==> config.mk <==
export PLATFORM = sky130hd
export DESIGN_NAME = rename_reg_file_flat
export DESIGN_NICKNAME = d
export VERILOG_FILES = /design/src/rtl/rename_reg_file_if.sv /design/src/rtl/rename_reg_file.sv /design/src/flat_wrapper.sv
export SDC_FILE = /design/constraint.sdc
export NUM_CORES = 2
export LEC_CHECK = 0
export BUFFER_PORTS_ARGS = -buffer_cell sky130_fd_sc_hd__buf_2
export CORE_MARGIN = 5
export CORE_UTILIZATION = 63
export CTS_CLUSTER_DIAMETER = 200
export DETAILED_ROUTE_END_ITERATION = 10
export GPL_TIMING_DRIVEN = 0
export PLACE_DENSITY = 0.8
export SLEW_MARGIN = 0
export SYNTH_ARGS = -nofsm -noshare
export SYNTH_HDL_FRONTEND = slang
export SYNTH_SLANG_ARGS = --single-unit
==> constraint.sdc <==
create_clock -name clk -period 5.2 [get_ports clk]
set_clock_uncertainty 0.2 [all_clocks]
set_input_delay 1.04 -clock clk [delete_from_list [all_inputs] [get_ports clk]]
set_output_delay 1.04 -clock clk [all_outputs]
set_load 0.03 [all_outputs]
==> src/rtl/rename_reg_file_if.sv <==
// Decoder/ROB-facing bundle of the rename register file.
// Package holds the core-wide width defaults shared by the pipeline.
package rename_rf_pkg;
    localparam int REG_WIDTH    = 5;
    localparam int VAL_WIDTH    = 32;
    localparam int ROB_ID_WIDTH = 4;
    localparam int ROB_SIZE     = 8;
endpackage

interface rename_reg_file_if #(
    parameter int REG_W = rename_rf_pkg::REG_WIDTH,
    parameter int VAL_W = rename_rf_pkg::VAL_WIDTH,
    parameter int LAB_W = rename_rf_pkg::ROB_ID_WIDTH
);
    logic [REG_W-1:0] rs1;
    logic [REG_W-1:0] rs2;
    logic [VAL_W-1:0] rf_val1;
    logic [VAL_W-1:0] rf_val2;
    logic [LAB_W-1:0] rf_label1;
    logic [LAB_W-1:0] rf_label2;
    logic             issue_en;
    logic [REG_W-1:0] issue_rd;
    logic [LAB_W-1:0] issue_tag;
    logic             commit_en;
    logic [REG_W-1:0] commit_rd;
    logic [VAL_W-1:0] commit_res;
    logic [LAB_W-1:0] commit_lab;
    logic             flush_in;

    modport master (
        output rs1, rs2,
        output issue_en, issue_rd, issue_tag,
        output commit_en, commit_rd, commit_res, commit_lab,
        output flush_in,
        input  rf_val1, rf_val2, rf_label1, rf_label2
    );

    modport slave (
        input  rs1, rs2,
        input  issue_en, issue_rd, issue_tag,
        input  commit_en, commit_rd, commit_res, commit_lab,
        input  flush_in,
        output rf_val1, rf_val2, rf_label1, rf_label2
    );
endinterface

==> src/rtl/rename_reg_file.sv <==
// Architectural register file with per-register ROB rename labels.
// Optional RENAME_RF_BYPASS_EN forwards a same-cycle commit to the read ports.
module rename_reg_file #(
    parameter int REG_W = rename_rf_pkg::REG_WIDTH,
    parameter int VAL_W = rename_rf_pkg::VAL_WIDTH,
    parameter int LAB_W = rename_rf_pkg::ROB_ID_WIDTH
) (
    input logic              clk,
    input logic              rst_in,
    input logic              rdy_in,
    rename_reg_file_if.slave rf
);
    localparam int NREG = 32;

    logic [VAL_W-1:0] regs      [NREG];
    logic [LAB_W-1:0] label     [NREG];
    logic [VAL_W-1:0] regs_nxt  [NREG];
    logic [LAB_W-1:0] label_nxt [NREG];

    logic do_commit;
    logic do_issue;

    assign do_commit = rf.commit_en && (rf.commit_rd != '0);
    assign do_issue  = rf.issue_en && (rf.issue_rd != '0) && !rf.flush_in;

    // Commit first, then issue so a same-rd issue overrides the label clear.
    always_comb begin
        regs_nxt  = regs;
        label_nxt = label;
        if (do_commit) begin
            regs_nxt[rf.commit_rd] = rf.commit_res;
            if (label[rf.commit_rd] == rf.commit_lab)
                label_nxt[rf.commit_rd] = '0;
        end
        if (do_issue)
            label_nxt[rf.issue_rd] = rf.issue_tag;
        if (rf.flush_in) begin
            for (int i = 0; i < NREG; i++)
                label_nxt[i] = '0;
        end
        regs_nxt[0]  = '0;
        label_nxt[0] = '0;
    end

    always_ff @(posedge clk) begin
        if (rst_in) begin
            for (int i = 0; i < NREG; i++) begin
                regs[i]  <= '0;
                label[i] <= '0;
            end
        end else if (rdy_in) begin
            regs  <= regs_nxt;
            label <= label_nxt;
        end
    end

`ifdef RENAME_RF_BYPASS_EN
    logic byp1;
    logic byp2;

    assign byp1 = rf.commit_en && (rf.rs1 != '0) &&
                  (rf.commit_rd == rf.rs1) &&
                  (label[rf.rs1] == rf.commit_lab);
    assign byp2 = rf.commit_en && (rf.rs2 != '0) &&
                  (rf.commit_rd == rf.rs2) &&
                  (label[rf.rs2] == rf.commit_lab);
`else
    logic byp1;
    logic byp2;

    assign byp1 = 1'b0;
    assign byp2 = 1'b0;
`endif

    always_comb begin
        rf.rf_val1   = regs[rf.rs1];
        rf.rf_label1 = label[rf.rs1];
        unique case (1'b1)
            (rf.rs1 == '0): begin
                rf.rf_val1   = '0;
                rf.rf_label1 = '0;
            end
            byp1: begin
                rf.rf_val1   = rf.commit_res;
                rf.rf_label1 = '0;
            end
            default: ;
        endcase
    end

    always_comb begin
        rf.rf_val2   = regs[rf.rs2];
        rf.rf_label2 = label[rf.rs2];
        unique case (1'b1)
            (rf.rs2 == '0): begin
                rf.rf_val2   = '0;
                rf.rf_label2 = '0;
            end
            byp2: begin
                rf.rf_val2   = rf.commit_res;
                rf.rf_label2 = '0;
            end
            default: ;
        endcase
    end
endmodule

==> src/flat_wrapper.sv <==
// flat-port wrapper written by rule: the top's interface ports become plain ports
module rename_reg_file_flat 
#(
    parameter int REG_W = rename_rf_pkg::REG_WIDTH,
    parameter int VAL_W = rename_rf_pkg::VAL_WIDTH,
    parameter int LAB_W = rename_rf_pkg::ROB_ID_WIDTH
)
  (clk, rst_in, rdy_in, rf_rs1, rf_rs2, rf_issue_en, rf_issue_rd, rf_issue_tag, rf_commit_en, rf_commit_rd, rf_commit_res, rf_commit_lab, rf_flush_in, rf_rf_val1, rf_rf_val2, rf_rf_label1, rf_rf_label2);
  rename_reg_file_if #(.REG_W(REG_W), .VAL_W(VAL_W), .LAB_W(LAB_W)) rf_i ();
  input logic clk;
  input logic rst_in;
  input logic rdy_in;
  input wire logic [$bits(rf_i.rs1)-1:0] rf_rs1;
  input wire logic [$bits(rf_i.rs2)-1:0] rf_rs2;
  input wire logic [$bits(rf_i.issue_en)-1:0] rf_issue_en;
  input wire logic [$bits(rf_i.issue_rd)-1:0] rf_issue_rd;
  input wire logic [$bits(rf_i.issue_tag)-1:0] rf_issue_tag;
  input wire logic [$bits(rf_i.commit_en)-1:0] rf_commit_en;
  input wire logic [$bits(rf_i.commit_rd)-1:0] rf_commit_rd;
  input wire logic [$bits(rf_i.commit_res)-1:0] rf_commit_res;
  input wire logic [$bits(rf_i.commit_lab)-1:0] rf_commit_lab;
  input wire logic [$bits(rf_i.flush_in)-1:0] rf_flush_in;
  output wire logic [$bits(rf_i.rf_val1)-1:0] rf_rf_val1;
  output wire logic [$bits(rf_i.rf_val2)-1:0] rf_rf_val2;
  output wire logic [$bits(rf_i.rf_label1)-1:0] rf_rf_label1;
  output wire logic [$bits(rf_i.rf_label2)-1:0] rf_rf_label2;
  assign rf_i.rs1 = rf_rs1;
  assign rf_i.rs2 = rf_rs2;
  assign rf_i.issue_en = rf_issue_en;
  assign rf_i.issue_rd = rf_issue_rd;
  assign rf_i.issue_tag = rf_issue_tag;
  assign rf_i.commit_en = rf_commit_en;
  assign rf_i.commit_rd = rf_commit_rd;
  assign rf_i.commit_res = rf_commit_res;
  assign rf_i.commit_lab = rf_commit_lab;
  assign rf_i.flush_in = rf_flush_in;
  assign rf_rf_val1 = rf_i.rf_val1;
  assign rf_rf_val2 = rf_i.rf_val2;
  assign rf_rf_label1 = rf_i.rf_label1;
  assign rf_rf_label2 = rf_i.rf_label2;
  rename_reg_file #(.REG_W(REG_W), .VAL_W(VAL_W), .LAB_W(LAB_W)) u_core (.clk(clk), .rst_in(rst_in), .rdy_in(rdy_in), .rf(rf_i));
endmodule
**Word level (Yosys, flattened, before mapping)**

Cells that the tools add are included.

- Eq/ne operators: 1
- Add/sub/neg operators: 0
- Bitwise operators: 6
- Order comparisons: 6
- Multiply operators: 0
- Shifts and indexed selects: 0
- Divide/modulo/power cells: 0
- Reductions and logical operators: 11
- Mux-type cells: 31

Operators with widths:

| cell | number |
|---|---|
| $bwmux W1024 | 1 |
| $bmux W32 S5 | 2 |
| $mux W128 | 2 |
| $mux W124 | 2 |
| $mux W32 | 7 |
| $demux W32 S5 | 1 |
| $and A124 B128 Y128 | 1 |
| $bwmux W128 | 1 |
| $not A128 Y128 | 1 |
| $bmux W4 S5 | 3 |
| $demux W4 S5 | 2 |
| $mux W4 | 10 |
| $ge A6 B6 Y1 const B | 4 |
| $not A5 Y6 | 4 |
| $lt A6 B1 Y1 const B | 2 |
| $logic_not A5 Y1 | 2 |
| $reduce_bool A5 Y1 | 2 |
| $logic_and A1 B1 Y1 | 5 |
| $eq A4 B4 Y1 | 1 |
| $reduce_and A2 Y1 | 1 |
| $logic_not A1 Y1 | 1 |

- Latch bits: 0
- Logic and storage cells: 117
- Memory bits (writable): 0
- Register bits after elaboration: 1116
- Bits in read-only memories: 0
- Input port bits: 66
- Memories: 0
- Output and inout bits: 72

**Depth between registers and ports, before layout**

- Depth in word-level cells: 12
- Mapped depth: 12
- Depth with buffers taken out: 7

**Worst setup path before layout**

OpenSTA, ideal clock, no wires.

- Path type: input port to output port
- From: in rf_rs2[0]
- To: out rf_rf_label2[3]
- Arrival: 3.568 ns
- Path buffers: 3
- Stages on the path: 6
- Setup slack: 0.392 ns
- Data required time: 3.960 ns
- Cells stage by stage: clkbuf_1 -> clkbuf_1 -> buf_1 -> mux4_2 -> mux4_2 -> mux2_2

- Longest elaborated chain between the ends: 5
- Elaborated cells on any way between the ends: 6
- Classes of those cells: mux: 4; bitwise: 1; reduce/logical: 1

RTL lines:

| what | RTL line | text |
|---|---|---|
| from (decl) | flat_wrapper.sv:14 | `input wire logic [$bits(rf_i.rs2)-1:0] rf_rs2;` |
| $not A5 Y6 (not written as such) | rename_reg_file.sv:93 | `rf.rf_label2 = label[rf.rs2];` |
| $bmux W4 S5 | rename_reg_file.sv:93 |  |
| $mux W4 (not written as such) (2 in series) | rename_reg_file.sv:93 |  |
| $mux W4 * | rename_reg_file.sv:94 | `unique case (1'b1)` |
| to (decl) | flat_wrapper.sv:26 | `output wire logic [$bits(rf_i.rf_label2)-1:0] rf_rf_label2;` |

Every way passes the cells marked *; elsewhere a longest branch is shown, timed or not. The select of a mux whose other input is x is not followed.

**Worst setup path in the final report**

- From: in rf_rs2[3]
- To: out rf_rf_val2[31]

- Longest elaborated chain between the ends: 5
- Elaborated cells on any way between the ends: 6
- Classes of those cells: mux: 4; bitwise: 1; reduce/logical: 1

RTL lines:

| what | RTL line | text |
|---|---|---|
| $not A5 Y6 (not written as such) | rename_reg_file.sv:92 | `rf.rf_val2 = regs[rf.rs2];` |
| $bmux W32 S5 | rename_reg_file.sv:92 |  |
| $mux W32 (not written as such) (2 in series) | rename_reg_file.sv:92 |  |
| $mux W32 * | rename_reg_file.sv:94 |  |
| to (decl) | flat_wrapper.sv:24 | `output wire logic [$bits(rf_i.rf_val2)-1:0] rf_rf_val2;` |

Marked as above.

==> key figures <==
Run status
  – Status: finished with violations
  – Failing checks: design-rule violations, max-capacitance violations, max-slew violations, negative setup slack

Die
  – Top-level port count: 138
  – Site row count: 112
  – Die width: 318 um
  – Die ar.: 101000 sq um
  – DIE HEIGHT: 318 um
  – Initial Util: 0.637
  – Core Area: 93600 sq um

Synth
  – Ranking of synthesized cells by area: dfxtp_1, mux4_2, nand2_1
  – Synth warn: 0
  – Seq/Total Area, Yosys: 0.375
  – Post-synth top area cell: dfxtp_1
  – Top-area cell type share of the netlist area: 0.375
  – Mapped Avg Cell Area: 9.31 sq um
  – Library cells used by synthesis: 47
  – FF+latch count, synth: 1116
  – Area of the mapped netlist: 59600 sq um
  – Syn Nets: 6467
  – Syn Inst Count: 6401

Timing
  – Period utilisation layout: 1.04
  – Min Tclk post-route: 5420 ps
  – Endpoints failing setup: 57
  – Final Hold Viols: 0
  – Final worst slack: -223 ps
  – Max frequency: 184 MHz
  – Final Max Tran Viols: 6
  – Relative slew slack: -0.0251
  – RSZ-0062 raised after global routing: no
  – Slew @ Worst Pin: 1530 ps

Clock network
  – Htree depth: 3
  – CTS clk-pin slew, worst paths: 70 ps
  – Clock sinks: 1116
  – Clock Latency Late Sink: 750 ps
  – CTS tree: built
  – Root Buffer: clkbuf_16
  – Bufs on Longest Clock Path: 3
  – Num CTS Buffers: 116
  – Cts hold-fix bufs: 0

Worst hold path
  – Hold Path Cell Cnt: 2
  – HP Class: reg -> reg
  – HP Start: u_core.regs[70]

Detailed routing
  – DRC Markers: 3
  – Detailed Routing Iterations Pass 1: 11
  – Drt total wl: 251000 um
  – Antenna viol nets, final: 0
  – Vias per inst: 7.12
  – First DRT Iteration DRCs: 11300
  – Via count: 57100
  – WL per Instance: 31.3 um

Place
  – Input/output buffers: 124
  – GPL Wtd Cong: 1.16
  – Placed instance count: 7779
  – Hpwl dp: 194000 um

Cells and area
  – Fin nets: 6709
  – Layout cell share with drive strength beyond 1: 0.198
  – Area grow syn2layout: 11.6%
  – Finished Layout Cells: 8014

Critical path
  – CP max FO: 10
  – Critical Path Source: rf_rs2[3]
  – Critical path launch point type: input port
  – CP arrival: 4180 ps
  – Type of the worst setup path: in -> out
  – Critical path data required time: 3960 ps
  – R2R depth: 8
  – Endpoint type of the worst setup path: output port
  – RR Startpoint: u_core.label[25]

GRT
  – Vias in the first global route: 53500
  – Initial antenna violation count: 26
  – Gr usage total: 0.476
  – First-pass GRT wire length: 356000 um
  – Largest net degree at the start of global routing: 16
  – GRT overflow: 0

Pwr
  – Overall Power: 0.0197 W
  – Peak VDD IR: 0.295 mV
  – Power density over the cells: 296 nW/um^2
  – Static leakage: 21.2 nW

Run
  – Max_cap viols: 1
## cell usage in the layout (no fill, tap or decap), types with 17 or more instances in the layout
master / count
mux4_2: 648
clkbuf_8: 22
mux2_2: 136
buf_4: 18
nand3_1: 19
o32ai_1: 68
buf_1: 20
buf_2: 167
nor2_1: 72
diode_2: 17
clkinv_2: 19
clkbuf_16: 118
clkbuf_2: 46
o21ai_0: 132
bufinv_16: 22
mux2i_1: 59
o22ai_1: 88
a22oi_1: 116
dfxtp_1: 1116
clkbuf_4: 29
a21oi_1: 1000
clkbuf_1: 514
nand2_1: 2055
a22o_1: 73
## synth_stat cells, drive strengths merged
| cell type | instances |
|---|---|
| o21ai | 132 |
| nand4b | 4 |
| or4 | 2 |
| nand3b | 1 |
| mux2i | 60 |
| nor2b | 12 |
| clkbuf | 575 |
| a22o | 74 |
| nor2 | 72 |
| or2 | 16 |
| o22ai | 88 |
| dfxtp | 1116 |
| or4bb | 5 |
| o31ai | 1 |
| mux4 | 648 |
| a22oi | 116 |
| nand2 | 2055 |
| and3b | 1 |
| o32ai | 68 |
| nand4 | 4 |
| nor3b | 1 |
| nor3 | 11 |
| inv | 8 |
| buf | 108 |
| or4b | 4 |
| and2 | 6 |
| or3b | 1 |
| or3 | 3 |
| and3 | 6 |
| nand3 | 19 |
| nand4bb | 1 |
| a21o | 3 |
| nand2b | 7 |
| a21oi | 1000 |
| o41ai | 15 |
| mux2 | 136 |
| nor4 | 22 |
## metrics by stage
stage                      util  setup WS (ps)  setup TNS, ps  hold WS, ps  instance area [sq um]
after floorplan               -            392              0          242                  59600
after global placement    0.660          -2340        -174710          248                  61800
after detailed placement  0.660          -2350        -169320          257                  61800
after CTS                 0.709          0.154              0          265                  66400
after global routing      0.710          0.572              0          279                  66500
final                     0.710           -223          -2700          267                  66500
## where the power goes
| part | switching, W | internal [W] |
|---|---|---|
| Sequential | 0.0000273 | 0.00858 |
| Combinational | 0.00122 | 0.000433 |
| Clock | 0.00387 | 0.00557 |
## per-layer routing
layer  part of all wire  up-vias  GRT usage  wire (um)
met1               0.34    27300      0.600      85300
met5            0.00072        -          0        180
li1                   -    23500          -          -
met3               0.19     1102      0.268      48200
met4              0.073       20      0.260      18400
met2               0.39     5128      0.648      99100
## final cells by class
type	count	area (sq um)
Multi-Input combinational cell	4594	34600
Fill cell	7117	27100
Sequential cell	1116	22300
Clock buffer	151	3300
Buffer	683	3040
Tap cell	1254	1570
Clock inverter	67	983
Timing Repair Buffer	124	621
Antenna cell	17	42.5
Inverter	8	30.0
## sequential cells by signal (all words and copies together) (netlist names)
signal / cells
u_core.label: 124
u_core.regs: 992
## worst max-delay path: stages
cell	delay [ps]
clkdlybuf4s15_1	990
clkbuf_1	970
mux4_2	560
mux2_2	390
buf_2	210
## final timing paths
check                                         to  slack (ps)
worst min-delay path             u_core.regs[70]         270
worst max-delay path              rf_rf_val2[31]        -220
worst min register to register   u_core.regs[70]         270
worst max register to register  u_core.label[35]        1240
## logic make-up (layout without fill, tap and decap cells)
| family | Yosys count | after routing | share of synthesized area |
|---|---|---|---|
| DFF | 1116 | 1116 | 0.375 |
| AOI/OAI and AO/OA | 1497 | 1497 | 0.147 |
| buffers and inverters | 691 | 1033 | 0.0454 |
| other | 0 | 17 | 0 |
| muxes | 844 | 844 | 0.281 |
| and+or+nand+nor | 2253 | 2253 | 0.152 |
## repair_timing
item                       4_1_cts  5_1_grt
gates resized for setup        218       72
buffers inserted                 0        0
setup endpoints to repair       72      129
(Power assumes the default switching activity.)
